==> src/rtl/snn_rate_decoder_if.sv <==
`default_nettype none
// ============================================================================
// Module   : snn_rate_decoder_if
// Purpose  : Count-word read stream of the SNN rate decoder (valid/ready).
//            master = decoder (drives words), slave = consumer (drives ready).
// Revision : 1.0 - initial release
// ============================================================================
interface snn_rate_decoder_if #(
  parameter int N_OUT = 8,
  parameter int CNT_W = 8
) ();
  localparam int IDX_W = (N_OUT > 1) ? $clog2(N_OUT) : 1;

  logic             rd_valid;
  logic             rd_ready;
  logic [IDX_W-1:0] rd_index;
  logic [CNT_W-1:0] rd_data;

  modport master (
    output rd_valid,
    output rd_index,
    output rd_data,
    input  rd_ready
  );

  modport slave (
    input  rd_valid,
    input  rd_index,
    input  rd_data,
    output rd_ready
  );
endinterface
`default_nettype wire

==> src/rtl/snn_rate_decoder.sv <==
`default_nettype none
// ============================================================================
// Module   : snn_rate_decoder
// Purpose  : Rate decoder for the output spike trains. Counts spikes per
//            neuron over WINDOW enabled cycles (saturating), then streams the
//            counts out as (index, count) words over a valid/ready handshake.
// Option   : SNN_READOUT_ARGMAX_EN - adds a running argmax over the drained
//            counts (strict '>' so ties go to the lowest index).
// Revision : 1.0 - initial release
// ============================================================================
module snn_rate_decoder #(
  parameter int N_OUT  = 8,
  parameter int CNT_W  = 8,
  parameter int WINDOW = 16,
  localparam int IDX_W = (N_OUT > 1) ? $clog2(N_OUT) : 1
) (
  input  logic                 clk,
  input  logic                 rst_n,
  input  logic                 ena,
  input  logic [N_OUT-1:0]     spikes_in,
  input  logic                 start,
  output logic                 busy,
  output logic                 done,
  output logic [IDX_W-1:0]     winner,
  output logic                 winner_valid,
  snn_rate_decoder_if.master   rd
);

  typedef enum logic [1:0] {
    S_IDLE  = 2'd0,
    S_ACCUM = 2'd1,
    S_DRAIN = 2'd2
  } state_t;

  localparam logic [15:0]      WLAST   = 16'(WINDOW - 1);
  localparam logic [IDX_W-1:0] KLAST   = IDX_W'(N_OUT - 1);
  localparam logic [CNT_W-1:0] CNT_MAX = {CNT_W{1'b1}};

  state_t           state_q;
  logic [15:0]      wcnt_q;
  logic [IDX_W-1:0] k_q;
  logic [IDX_W-1:0] k_d;
  logic [CNT_W-1:0] cnt_q [N_OUT];
  logic [CNT_W-1:0] cnt_d [N_OUT];
  logic             busy_q;
  logic             rd_valid_q;
  logic [CNT_W-1:0] rd_data_q;
  logic             done_q;

  // Saturating per-neuron increment for the current spike vector.
  always_comb begin
    for (int i = 0; i < N_OUT; i++) begin
      cnt_d[i] = cnt_q[i];
      if (spikes_in[i] && (cnt_q[i] != CNT_MAX)) begin
        cnt_d[i] = cnt_q[i] + CNT_W'(1);
      end
    end
  end

  // Read pointer for the word following the current one.
  always_comb begin
    k_d = k_q + IDX_W'(1);
  end

`ifdef SNN_READOUT_ARGMAX_EN
  logic [CNT_W-1:0] max_q;
  logic [CNT_W-1:0] max_d;
  logic [IDX_W-1:0] arg_q;
  logic [IDX_W-1:0] arg_d;
  logic [IDX_W-1:0] winner_q;
  logic             winner_valid_q;

  // Running max including the word being transferred; strict compare keeps the lowest index on ties.
  always_comb begin
    max_d = max_q;
    arg_d = arg_q;
    if (rd_data_q > max_q) begin
      max_d = rd_data_q;
      arg_d = k_q;
    end
  end

  assign winner       = winner_q;
  assign winner_valid = winner_valid_q;
`else
  assign winner       = '0;
  assign winner_valid = 1'b0;
`endif

  // Window FSM: IDLE -> ACCUM (integrate) -> DRAIN (stream counts) -> IDLE; frozen when ena=0.
  always_ff @(posedge clk or negedge rst_n) begin
    if (!rst_n) begin
      state_q    <= S_IDLE;
      wcnt_q     <= '0;
      k_q        <= '0;
      for (int i = 0; i < N_OUT; i++) cnt_q[i] <= '0;
      busy_q     <= 1'b0;
      rd_valid_q <= 1'b0;
      rd_data_q  <= '0;
      done_q     <= 1'b0;
`ifdef SNN_READOUT_ARGMAX_EN
      max_q          <= '0;
      arg_q          <= '0;
      winner_q       <= '0;
      winner_valid_q <= 1'b0;
`endif
    end else if (ena) begin
      done_q <= 1'b0;
      case (state_q)
        S_IDLE: begin
          if (start) begin
            for (int i = 0; i < N_OUT; i++) cnt_q[i] <= '0;
            wcnt_q  <= '0;
            k_q     <= '0;
            busy_q  <= 1'b1;
            state_q <= S_ACCUM;
`ifdef SNN_READOUT_ARGMAX_EN
            max_q          <= '0;
            arg_q          <= '0;
            winner_valid_q <= 1'b0;
`endif
          end
        end
        S_ACCUM: begin
          cnt_q  <= cnt_d;
          wcnt_q <= wcnt_q + 16'd1;
          if (wcnt_q == WLAST) begin
            // First word must already include this last sample.
            state_q    <= S_DRAIN;
            k_q        <= '0;
            rd_valid_q <= 1'b1;
            rd_data_q  <= cnt_d[0];
          end
        end
        S_DRAIN: begin
          if (rd.rd_ready) begin
`ifdef SNN_READOUT_ARGMAX_EN
            max_q <= max_d;
            arg_q <= arg_d;
`endif
            if (k_q == KLAST) begin
              state_q    <= S_IDLE;
              k_q        <= '0;
              rd_valid_q <= 1'b0;
              rd_data_q  <= '0;
              busy_q     <= 1'b0;
              done_q     <= 1'b1;
`ifdef SNN_READOUT_ARGMAX_EN
              winner_q       <= arg_d;
              winner_valid_q <= 1'b1;
`endif
            end else begin
              k_q       <= k_d;
              rd_data_q <= cnt_q[k_d];
            end
          end
        end
        default: state_q <= S_IDLE;
      endcase
    end
  end

  assign busy        = busy_q;
  assign done        = done_q;
  assign rd.rd_valid = rd_valid_q;
  assign rd.rd_index = k_q;
  assign rd.rd_data  = rd_data_q;

endmodule
`default_nettype wire

==> src/flat_wrapper.sv <==
// flat-port wrapper written by rule: the top's interface ports become plain ports
module snn_rate_decoder_flat 
#(
  parameter int N_OUT  = 8,
  parameter int CNT_W  = 8,
  parameter int WINDOW = 16,
  localparam int IDX_W = (N_OUT > 1) ? $clog2(N_OUT) : 1
)
  (clk, rst_n, ena, spikes_in, start, busy, done, winner, winner_valid, rd_rd_valid, rd_rd_index, rd_rd_data, rd_rd_ready);
  snn_rate_decoder_if #(.N_OUT(N_OUT), .CNT_W(CNT_W)) rd_i ();
  input  logic clk;
  input  logic rst_n;
  input  logic ena;
  input  logic [N_OUT-1:0] spikes_in;
  input  logic start;
  output logic busy;
  output logic done;
  output logic [IDX_W-1:0] winner;
  output logic winner_valid;
  output wire logic [$bits(rd_i.rd_valid)-1:0] rd_rd_valid;
  output wire logic [$bits(rd_i.rd_index)-1:0] rd_rd_index;
  output wire logic [$bits(rd_i.rd_data)-1:0] rd_rd_data;
  input wire logic [$bits(rd_i.rd_ready)-1:0] rd_rd_ready;
  assign rd_rd_valid = rd_i.rd_valid;
  assign rd_rd_index = rd_i.rd_index;
  assign rd_rd_data = rd_i.rd_data;
  assign rd_i.rd_ready = rd_rd_ready;
  snn_rate_decoder #(.N_OUT(N_OUT), .CNT_W(CNT_W), .WINDOW(WINDOW)) u_core (.clk(clk), .rst_n(rst_n), .ena(ena), .spikes_in(spikes_in), .start(start), .busy(busy), .done(done), .winner(winner), .winner_valid(winner_valid), .rd(rd_i));
endmodule
==> config.mk <==
export PLATFORM = sky130hd
export DESIGN_NAME = snn_rate_decoder_flat
export DESIGN_NICKNAME = d
export VERILOG_FILES = /design/src/rtl/snn_rate_decoder_if.sv /design/src/rtl/snn_rate_decoder.sv /design/src/flat_wrapper.sv
export SDC_FILE = /design/constraint.sdc
export NUM_CORES = 1
export LEC_CHECK = 0
export BUFFER_PORTS_ARGS = -buffer_cell sky130_fd_sc_hd__buf_2
export CORE_MARGIN = 3
export CORE_UTILIZATION = 50
export DETAILED_ROUTE_END_ITERATION = 7
export HOLD_SLACK_MARGIN = 0.08
export PLACE_DENSITY = 0.67
export RECOVER_POWER = 100
export SYNTH_ARGS = -nofsm -noshare
export SYNTH_HDL_FRONTEND = slang
export SYNTH_SLANG_ARGS = --single-unit
==> constraint.sdc <==
create_clock -name clk -period 2.55 [get_ports clk]
set_clock_uncertainty 0.1 [all_clocks]
set_input_delay 0.1275 -clock clk [delete_from_list [all_inputs] [get_ports clk]]
set_output_delay 0.1275 -clock clk [all_outputs]
set_load 0.01 [all_outputs]
# Word-level counts from Yosys, hierarchy flattened
# Index checks and enable logic that the tools add are counted.
# word_totals
ff_bits,96
latch_bits,0
mem_bits_rw,0
romBits,0
in_bits,13
output_inout_bits,18
word_cells,114
memories,0
# classes
add_sub_neg,10
mul,0
n_div,0
n_lt_le_gt_ge,1
eq_ne,23
n_shift,0
mux,38
bitwise,1
n_reduce_logical,26
# ops
operator,n
$pmux W64 S2,1
$mux W8,13
$add A8 B1 Y8 const B,8
$mux W64,1
$ne A8 B8 Y1 const B,8
$pmux W16 S2,1
$reduce_and A4 Y1,8
$bmux W8 S3,1
$reduce_and A5 Y1,4
$ne A2 B1 Y1 const B,9
$add A16 B1 Y16 const B,1
$eq A16 B4 Y1 const B,1
$mux W16,1
$pmux W8 S2,1
$mux W3,4
$pmux W3 S3,1
$logic_and A1 B1 Y1,8
$mux W2,4
$mux W1,7
$pmux W2 S3,1
$reduce_bool A2 Y1,3
$ge A4 B4 Y1 const B,1
$ne A2 B2 Y1 const B,2
$not A3 Y4,1
other kinds (8),9

# Logic depth before layout (Yosys ltp)
# Gate-level depths: netlist (run 1).
# depth
ltp_word,8
mapped_depth,8
mapped_depth_nobuf,7

# Least setup slack after synthesis (run 1)
# Ideal clock, no wire load.
# synth_path
kind,reg2reg
startpoint,"reg u_core.k_q[0], in the netlist u_core.rd.rd_index[0]"
endpoint,"reg u_core.rd_data_q[2], in the netlist u_core.rd.rd_data[2]"
setup_time_ps,125
t_arrival_ps,2049
required_time_ps,2325
path_slack_ps,276
path_stages_with_launch,7
path_buffers,2
period_less_slack_ps,2274
path_cell_list,dfrtp_1 ha_1 buf_2 buf_2 mux4_2 a221o_1 mux2_2
# synth_via
elab_chain_cells,8
elab_cells_between_ends,9
classes_between,add/sub: 1; eq/ne: 1; mux: 6; bitwise: 1
# synth_lines
item,line_no,source
from (decl),snn_rate_decoder.sv:41,logic [IDX_W-1:0] k_q;
from (signal assigned),snn_rate_decoder.sv:153,k_q <= k_d;
$add A3 B1 Y3,snn_rate_decoder.sv:62,k_d = k_q + IDX_W'(1);
$not A3 Y4 (implied by the code),snn_rate_decoder.sv:154,rd_data_q <= cnt_q[k_d];
$bmux W8 S3,snn_rate_decoder.sv:154,
$mux W8 (implied by the code) (2 in series),snn_rate_decoder.sv:154,
$mux W8 (*),snn_rate_decoder.sv:141,if (k_q == KLAST) begin
$mux W8 (*),snn_rate_decoder.sv:136,if (rd.rd_ready) begin
$pmux W8 S2 (*),snn_rate_decoder.sv:109,case (state_q)
to (signal assigned),snn_rate_decoder.sv:132,rd_data_q <= cnt_d[0];
to (signal assigned),snn_rate_decoder.sv:154,
to (decl),snn_rate_decoder.sv:47,logic [CNT_W-1:0] rd_data_q;
# Every way passes the cells marked *; elsewhere a longest branch is shown, timed or not. The select of a mux whose other input is x is not followed.
# A chain may end at the register's enable or synchronous reset.

# Final worst setup path (run 1)
# layout_path
startpoint,reg u_core.state_q[1]
endpoint,reg u_core.wcnt_q[15]
# layout_via
elab_chain_cells,3
elab_cells_between_ends,6
classes_between,eq/ne: 2; mux: 1; reduce/logical: 3
# layout_lines
item,line_no,source
from (decl),snn_rate_decoder.sv:39,state_t state_q;
from (signal assigned),snn_rate_decoder.sv:93,state_q <= S_IDLE;
from (signal assigned),snn_rate_decoder.sv:116,state_q <= S_ACCUM;
from (signal assigned),snn_rate_decoder.sv:129,state_q <= S_DRAIN;
$eq A2 B1 Y1 / $logic_not A2 Y1 (equally long branches),snn_rate_decoder.sv:109,
$reduce_bool A2 Y1 (no line) / $ne A2 B2 Y1 (equally long branches),n/a,
$reduce_and A3 Y1 (no line),n/a,
to (signal assigned),snn_rate_decoder.sv:126,wcnt_q <= wcnt_q + 16'd1;
to (decl),snn_rate_decoder.sv:40,logic [15:0] wcnt_q;
# Several ways; a longest one is shown, not always the timed one.

==> results of run 1 <==
[synth_stat cells (3+ instances only)]
cell type / count
dfrtp_1: 96
o21ai_0: 68
nor2_1: 45
nand2_1: 40
nand3_1: 28
and3_1: 25
nand2b_1: 21
a21oi_1: 16
o31ai_1: 16
mux4_2: 15
inv_1: 13
buf_2: 12
ha_1: 11
a21o_1: 10
mux2i_1: 10
nand4_1: 10
nor3_1: 10
a31oi_1: 9
xor2_1: 9
and2_1: 8
clkbuf_1: 8
mux2_2: 8
nor3b_1: 8
xnor2_1: 7
a22o_1: 6
a22oi_1: 5
buf_4: 5
nor4_1: 5
o22ai_1: 5
o21ai_2: 4
a21bo_2: 3
a31oi_2: 3
o21a_1: 3
o2bb2ai_1: 3
or2_1: 3
or3_1: 3
[path summary, 6_finish.rpt]
kind	cells after the start	slack, ns	to
worst min-delay path	4	0.11	u_core.cnt_q[16]
max in group asynchronous	3	0.57	u_core.cnt_q[49]
worst min register to register	1	0.42	u_core.cnt_q[19]
worst max-delay path	5	0.22	u_core.wcnt_q[15]
worst max register to register	5	0.22	u_core.wcnt_q[15]
min in group asynchronous	2	0.35	u_core.wcnt_q[8]
[state kept, by name, summed over array words and instances, names as in the netlist]
signal,flops
u_core.cnt_q,64
u_core.wcnt_q,16
u_core.rd.rd_data,8
u_core.rd.rd_index,3
u_core.state_q,2
u_core.busy,1
u_core.done,1
u_core.rd.rd_valid,1
[routing by layer]
| metal | track usage | up-vias | share of wire |
|---|---|---|---|
| li1 | - | 2216 | - |
| met1 | 0.325 | 2279 | 0.46 |
| met2 | 0.353 | 139 | 0.46 |
| met3 | 0.0679 | 13 | 0.069 |
| met4 | 0.0569 | 0 | 0.013 |
| met5 | 0 | - | 0 |
[worst register-to-register path: cells and delay by family (launching register included)]
family / cells / cell delay (ns)
XOR/XNOR: 1 / 0.14
flip-flops: 1 / 0.48
AND/OR/NAND/NOR: 4 / 1.51
[area by class of cell]
class | count | area (um^2)
fill | 965 | 4720
multi-input combinational | 450 | 3040
sequential | 96 | 2400
clock buffer | 11 | 253
timing repair buffer | 41 | 218
tap | 140 | 175
clock inverter | 5 | 78.8
inverter | 13 | 48.8
[where the power goes]
group | leakage, nW | internal, mW | total, mW | switching (mW)
combinational | 1.22 | 0.637 | 1.58 | 0.944
clock | 0.165 | 0.912 | 1.50 | 0.592
sequential | 1.31 | 1.76 | 2.08 | 0.319
[per-stage QoR]
stage	setup slack, ns	hold WS, ns	area, um^2	util
2_1_floorplan	0.276	-0.268	5670	-
3_3_place_gp	0.398	0.0315	5960	0.545
3_5_place_dp	0.337	0.0397	5960	0.545
4_1_cts	0.320	0.0987	6320	0.578
5_1_grt	0.0629	0.149	6220	0.569
6_report	0.222	0.106	6220	0.569
[repair_timing]
item / 4_1_cts / 5_1_grt
gates resized for setup: 0 / 0
endpoints found under the hold margin: 39 / 0
hold buffers: 3 / 0
[kinds of logic (layout without fill, tap and decap cells)]
family	Yosys count	count (layout)
AND/OR/NAND/NOR	222	222
other	1	4
flip-flops	96	96
XOR/XNOR	16	16
adder cells (fa/ha/maj)	11	11
AO/OA/AOI/OAI	164	164
multiplexers	33	33
buffers and inverters	38	70
==> results by group, run 1 <==
Cells and area
  • Synth-to-Final Area Change: 9.81%
  • Fin nets: between 600 and 700
  • Layout cell share with drive strength beyond 1: 0.117
  • Most frequent cells in the layout: 96 x dfrtp_1, 68 x o21ai_0, 45 x nor2_1
  • Final std cells w/o fill: 756
  • Most common cell after layout, fill and taps aside: dfrtp_1
  • ANT cells: 0

Place
  • Final GP Congestion: 0.873
  • Placed Cells: 737
  • Port-buffer cells: 26
  • Post-DP HPWL: around 10000 um

Floorplanning
  • Core Area: 10900 um^2
  • Die height: 112 um
  • Ports: 31
  • Std cell rows: 38
  • Area of the die: 12600 um^2
  • Initial Util: 0.518
  • Die Width: 112 um

Timing
  • Max Clk Rate: 0.429 GHz
  • RSZ-0062 raised after global routing: false
  • Rel. slew slack: 0.366
  • Fin. Hold Viols: 0
  • Crit share post-route: 0.913
  • Slew @ Worst Pin: about 0.95 ns
  • Minimum clock period: 2.33 ns
  • Final setup violation count: 0
  • Setup TNS: 0 ns
  • Final Max Slew Viols: 0

Worst setup path
  • CP bufs+invs: 0
  • CP max-delay cell: nor3_1
  • Critical path's largest stage delay: 0.69 ns
  • Crit path launch: u_core.state_q[1]
  • WS Path Type: reg2reg
  • Req. time, crit path: between 2 and 3 ns
  • Worst-path fanout max: 11
  • Startpoint types: flop
  • WP data arrival: 2.47 ns
  • RR Startpoint: u_core.state_q[1]
  • CP endpoint kind: flop
  • Cells along the critical path: nand2b_1 > nor3_1 > or4b_1 > xor2_1 > nor2_1
  • Top Family by Delay on Critical Path: simple AND/OR/NAND/NOR gates

Global route
  • First-pass GRT wire length: 23300 um
  • Largest net degree at the start of global routing: 60
  • Vias in the first global route: between 4000 and 5000
  • Initial antenna violation count: 0
  • Total gr overflow: 0
  • GRT Util Overall: 0.231

Logic synthesis
  • Synthesized area per cell: approximately 10 um^2
  • Top cell type's share of synthesized area: 0.424
  • Compound-Gate Fraction of Synth Area: 0.191
  • EDFF count, synth: 0
  • Ys Warns: 0
  • XOR/XNOR Fraction of Synth Area: 0.0247
  • Post-Synthesis Cells: just under 600
  • Seq cells post-synth: 96
  • Largest family of logic cells by synthesized area: simple AND/OR/NAND/NOR gates
  • Top_reg_cell synth: dfrtp_1
  • Adder-cell area share of the yosys netlist: 0.0243
  • Register area share after synthesis: 0.424
  • Netlist cell types: 59
  • Post-synthesis simple-gate area fraction: 0.211
  • Asr flop ratio synth: 1.00
  • Syn Std Cell Area: 5660 um^2
  • Cell taking the most area after synthesis: dfrtp_1
  • Multiplexer share of the synthesized area: 0.0932
  • Synth top area cells: dfrtp_1 42%, o21ai_0 6.0%, mux4_2 6.0%

Clock tree
  • Worst-path clk slew: 0.07 ns
  • TritonCTS clock tree: done
  • Setup Fix Bufs, Post-CTS: 0
  • H-tree depth: 3
  • Number of CTS-inserted buffers: 9
  • Clk sinks: 96
  • CTS max path bufs: 2
  • Root Buffer: clkbuf_16
  • Skew-Pair Late Insertion Delay: 0.35 ns

Drt
  • Post-route DRC: 0
  • DR vias: ~4600
  • Post-DR vias/cell: 6.15
  • Router iterations before antenna repair: 5
  • Routed Antenna Nets: 0
  • DRT Wirelength: 13900 um
  • Initial DRC count: a little under 500
  • Mean routed wirelength per cell: between 15 and 20 um

Flow run
  • Max-cap violations: 0

Hold path
  • Hold WC Path Type: in2reg
  • HP Start: spikes_in[5]

Power and ir drop
  • Pwr Density: 830 nW/um^2
  • Tot Pwr: 5.16 mW
  • IR drop worst, VDD: 519 uV
  • Leakage power: 2.69 nW

Run status
  • Outcome: finished clean
Note: power is estimated with default switching activity, not from simulation.
==> run 2, diff against run 1 <==
==> constraint.sdc (replaced) <==
create_clock -name clk -period 2.9 [get_ports clk]
set_clock_uncertainty 0.1 [all_clocks]
set_input_delay 0.145 -clock clk [delete_from_list [all_inputs] [get_ports clk]]
set_output_delay 0.145 -clock clk [all_outputs]
set_load 0.01 [all_outputs]
==> run 2 against run 1 <==
Compared with the run above: maximum frequency decreased by 8.3%; total power decreased by 16%; critical path type unchanged; flip-flop and latch count stayed put; worst setup slack gained 0.14 ns; largest power group unchanged; non-clock buffer count is 4 lower.
==> results by group, run 2 (synthesis gave the netlist of run 1 again) <==
Run status
  • Outcome: finished clean (unchanged)

Clock tree
  • Post_cts resized: 0 (unchanged)
  • Hold Buf Count CTS: 3 (unchanged)
  • Setup Fix Bufs, Post-CTS: 0 (unchanged)
  • H-tree depth: 3 (unchanged)
  • Root Buffer: clkbuf_16 (unchanged)
  • Worst-path clk slew: 0.07 ns (about the same)
  • Number of CTS-inserted buffers: 9 (unchanged)
  • Skew-Pair Late Insertion Delay: 0.35 ns (about the same)
  • Clk sinks: 96 (unchanged)
  • CTS max path bufs: 2 (unchanged)
  • TritonCTS clock tree: done (unchanged)

Floorplanning
  • Die height: 112 um (unchanged)
  • Area of the die: 12600 um^2 (unchanged)
  • Die Width: 112 um (unchanged)
  • Ports: 31 (unchanged)
  • Initial Util: 0.518 (unchanged)
  • Std cell rows: 38 (unchanged)
  • Core Area: 10900 um^2 (unchanged)

Worst setup path
  • WP data arrival: 2.68 ns (was 2.47 ns)
  • CP max-delay cell: ha_1 (was nor3_1)
  • Worst-path fanout max: 12 (was 11)
  • CP endpoint kind: flop (unchanged)
  • WS Path Type: reg2reg (unchanged)
  • Startpoint types: flop (unchanged)
  • Req. time, crit path: 3.04 ns (was 2.69 ns)
  • Critical path's largest stage delay: 0.68 ns (was 0.69 ns)
  • Cells along the critical path: ha_1 > clkbuf_1 > mux4_2 > a22oi_1 > o21ai_0 > mux2_2 (was nand2b_1 > nor3_1 > or4b_1 > xor2_1 > nor2_1)

Global route
  • Vias in the first global route: 4510 (was 4467)
  • First-pass GRT wire length: 22900 um (was 23300 um)
  • GRT Util Overall: 0.228 (was 0.231)
  • Total gr overflow: 0 (unchanged)
  • Largest net degree at the start of global routing: 59 (was 60)
  • Initial antenna violation count: 0 (unchanged)

Drt
  • Initial DRC count: 456 (was 491)
  • Post-route DRC: 0 (unchanged)
  • DR vias: 4680 (was 4647)
  • DRT Wirelength: 13700 um (was 13900 um)
  • Post-DR vias/cell: 6.23 (was 6.15)
  • Routed Antenna Nets: 0 (unchanged)
  • Router iterations before antenna repair: 5 (unchanged)
  • Mean routed wirelength per cell: 18.3 um (was 18.4 um)

Timing
  • Rel. slew slack: 0.309 (was 0.366)
  • Crit share post-route: 0.876 (was 0.913)
  • Slew @ Worst Pin: 1.04 ns (was 0.952 ns)
  • Final Max Slew Viols: 0 (unchanged)
  • Setup TNS: 0 ns (unchanged)
  • Final setup violation count: 0 (unchanged)
  • Worst Setup Slack, final: 0.360 ns (was 0.222 ns)
  • Max Clk Rate: 0.394 GHz (was 0.429 GHz)
  • Minimum clock period: 2.54 ns (was 2.33 ns)
  • Fin. Hold Viols: 0 (unchanged)
  • RSZ-0062 raised after global routing: false (unchanged)

Cells and area
  • Most common cell after layout, fill and taps aside: dfrtp_1 (unchanged)
  • Synth-to-Final Area Change: 8.40% (was 9.81%)
  • Most frequent cells in the layout: 96 x dfrtp_1, 71 x o21ai_0, 45 x nor2_1 (was 96 x dfrtp_1, 68 x o21ai_0, 45 x nor2_1)
  • Register bank with the most flops: u_core.cnt_q (unchanged)
  • Max reg flops: 64 (unchanged)
  • Layout cell share with drive strength beyond 1: 0.108 (was 0.117)
  • Fin nets: 631 (was 635)
  • ANT cells: 0 (unchanged)

Place
  • Port-buffer cells: 26 (unchanged)
  • Dpl ws: 0.421 ns (was 0.337 ns)
  • Post-DP HPWL: 9920 um (was 9950 um)
  • Final GP Congestion: 0.864 (was 0.873)

Power and ir drop
  • Switching pwr: 1.61 mW (was 1.86 mW)
  • Share of total power in combinational logic: 0.316 (was 0.306)
  • Clock Power Share: 0.260 (was 0.291)
  • Pwr Density: 705 nW/um^2 (was 830 nW/um^2)
  • Sw Ratio: 0.371 (was 0.359)
  • Leakage power: 2.66 nW (was 2.69 nW)
  • Flop pwr share: 0.424 (was 0.402)
  • IR drop worst, VDD: 424 uV (was 519 uV)
  • Cell Int Power: 2.72 mW (was 3.31 mW)

Flow run
  • Max-cap violations: 0 (unchanged)

Hold path
  • Hold WC Path Type: in2reg (unchanged)
run 2: changes by cell type in the layout (fill, tap and decap cells not counted), sizes merged:
cell,change
clkbuf,-3
bufinv,-2
clkinv,-1
clkinvlp,+1
run 2: worst paths after layout:
path | from | end | slack [ns] | cells past startpoint
setup / recovery | u_core.rd.rd_index[1] | u_core.rd.rd_data[0] | 0.36 | 6
hold / removal | rd_rd_ready | u_core.done | 0.12 | 5
setup reg to reg | u_core.rd.rd_index[1] | u_core.rd.rd_data[0] | 0.36 | 6
hold reg to reg | u_core.rd.rd_data[1] | u_core.rd.rd_data[1] | 0.41 | 1
max in group asynchronous | rst_n | u_core.cnt_q[32] | 1.44 | 3
min in group asynchronous | rst_n | u_core.wcnt_q[11] | 0.41 | 2
run 2: routing by layer:
layer | wire length, um | GRT usage | up-vias
met3 | 1040 | 0.0555 | 29
li1 | - | - | 2198
met5 | 0 | 0 | -
met2 | 6230 | 0.350 | 153
met1 | 6090 | 0.313 | 2300
met4 | 350 | 0.0921 | 0
run 2: area by class of cell:
class,instances,area [um^2]
Fill cell,1007,4800
Multi-Input combinational cell,450,3030
Sequential cell,96,2400
Clock buffer,12,256
Timing Repair Buffer,37,209
Tap cell,140,175
Inverter,13,48.8
Clock inverter,3,17.5
run 2: metrics by stage:
stage / std cells / total power [mW] / utilization / instance area [um^2] / hold slack, ns
final: 751 / 4.33 / 0.561 / 6140 / 0.125
after global routing: 751 / 4.62 / 0.561 / 6140 / 0.184
after CTS: 751 / 4.42 / 0.570 / 6230 / 0.124
after detailed placement: 733 / 3.28 / 0.542 / 5930 / 0.0665
after global placement: 733 / 3.22 / 0.542 / 5930 / 0.0554
after floorplan: 584 / 2.83 / - / 5670 / -0.251
run 2: power groups by stage:
stage,clock network (mW),logic [mW],registers (mW)
after floorplan,0,1.08,1.75
after global placement,0,1.38,1.84
after detailed placement,0,1.43,1.85
after CTS,1.15,1.44,1.83
after global routing,1.20,1.55,1.87
final,1.12,1.37,1.84
run 2: worst max-delay path: cells and delay by family, from the launching register on:
kind                     cells  cell delay [ns]
adder cells (fa/ha/maj)      1             0.68
multiplexers                 2             0.64
flip-flops                   1             0.39
AO/OA/AOI/OAI                2             0.34
buffers and inverters        1             0.28
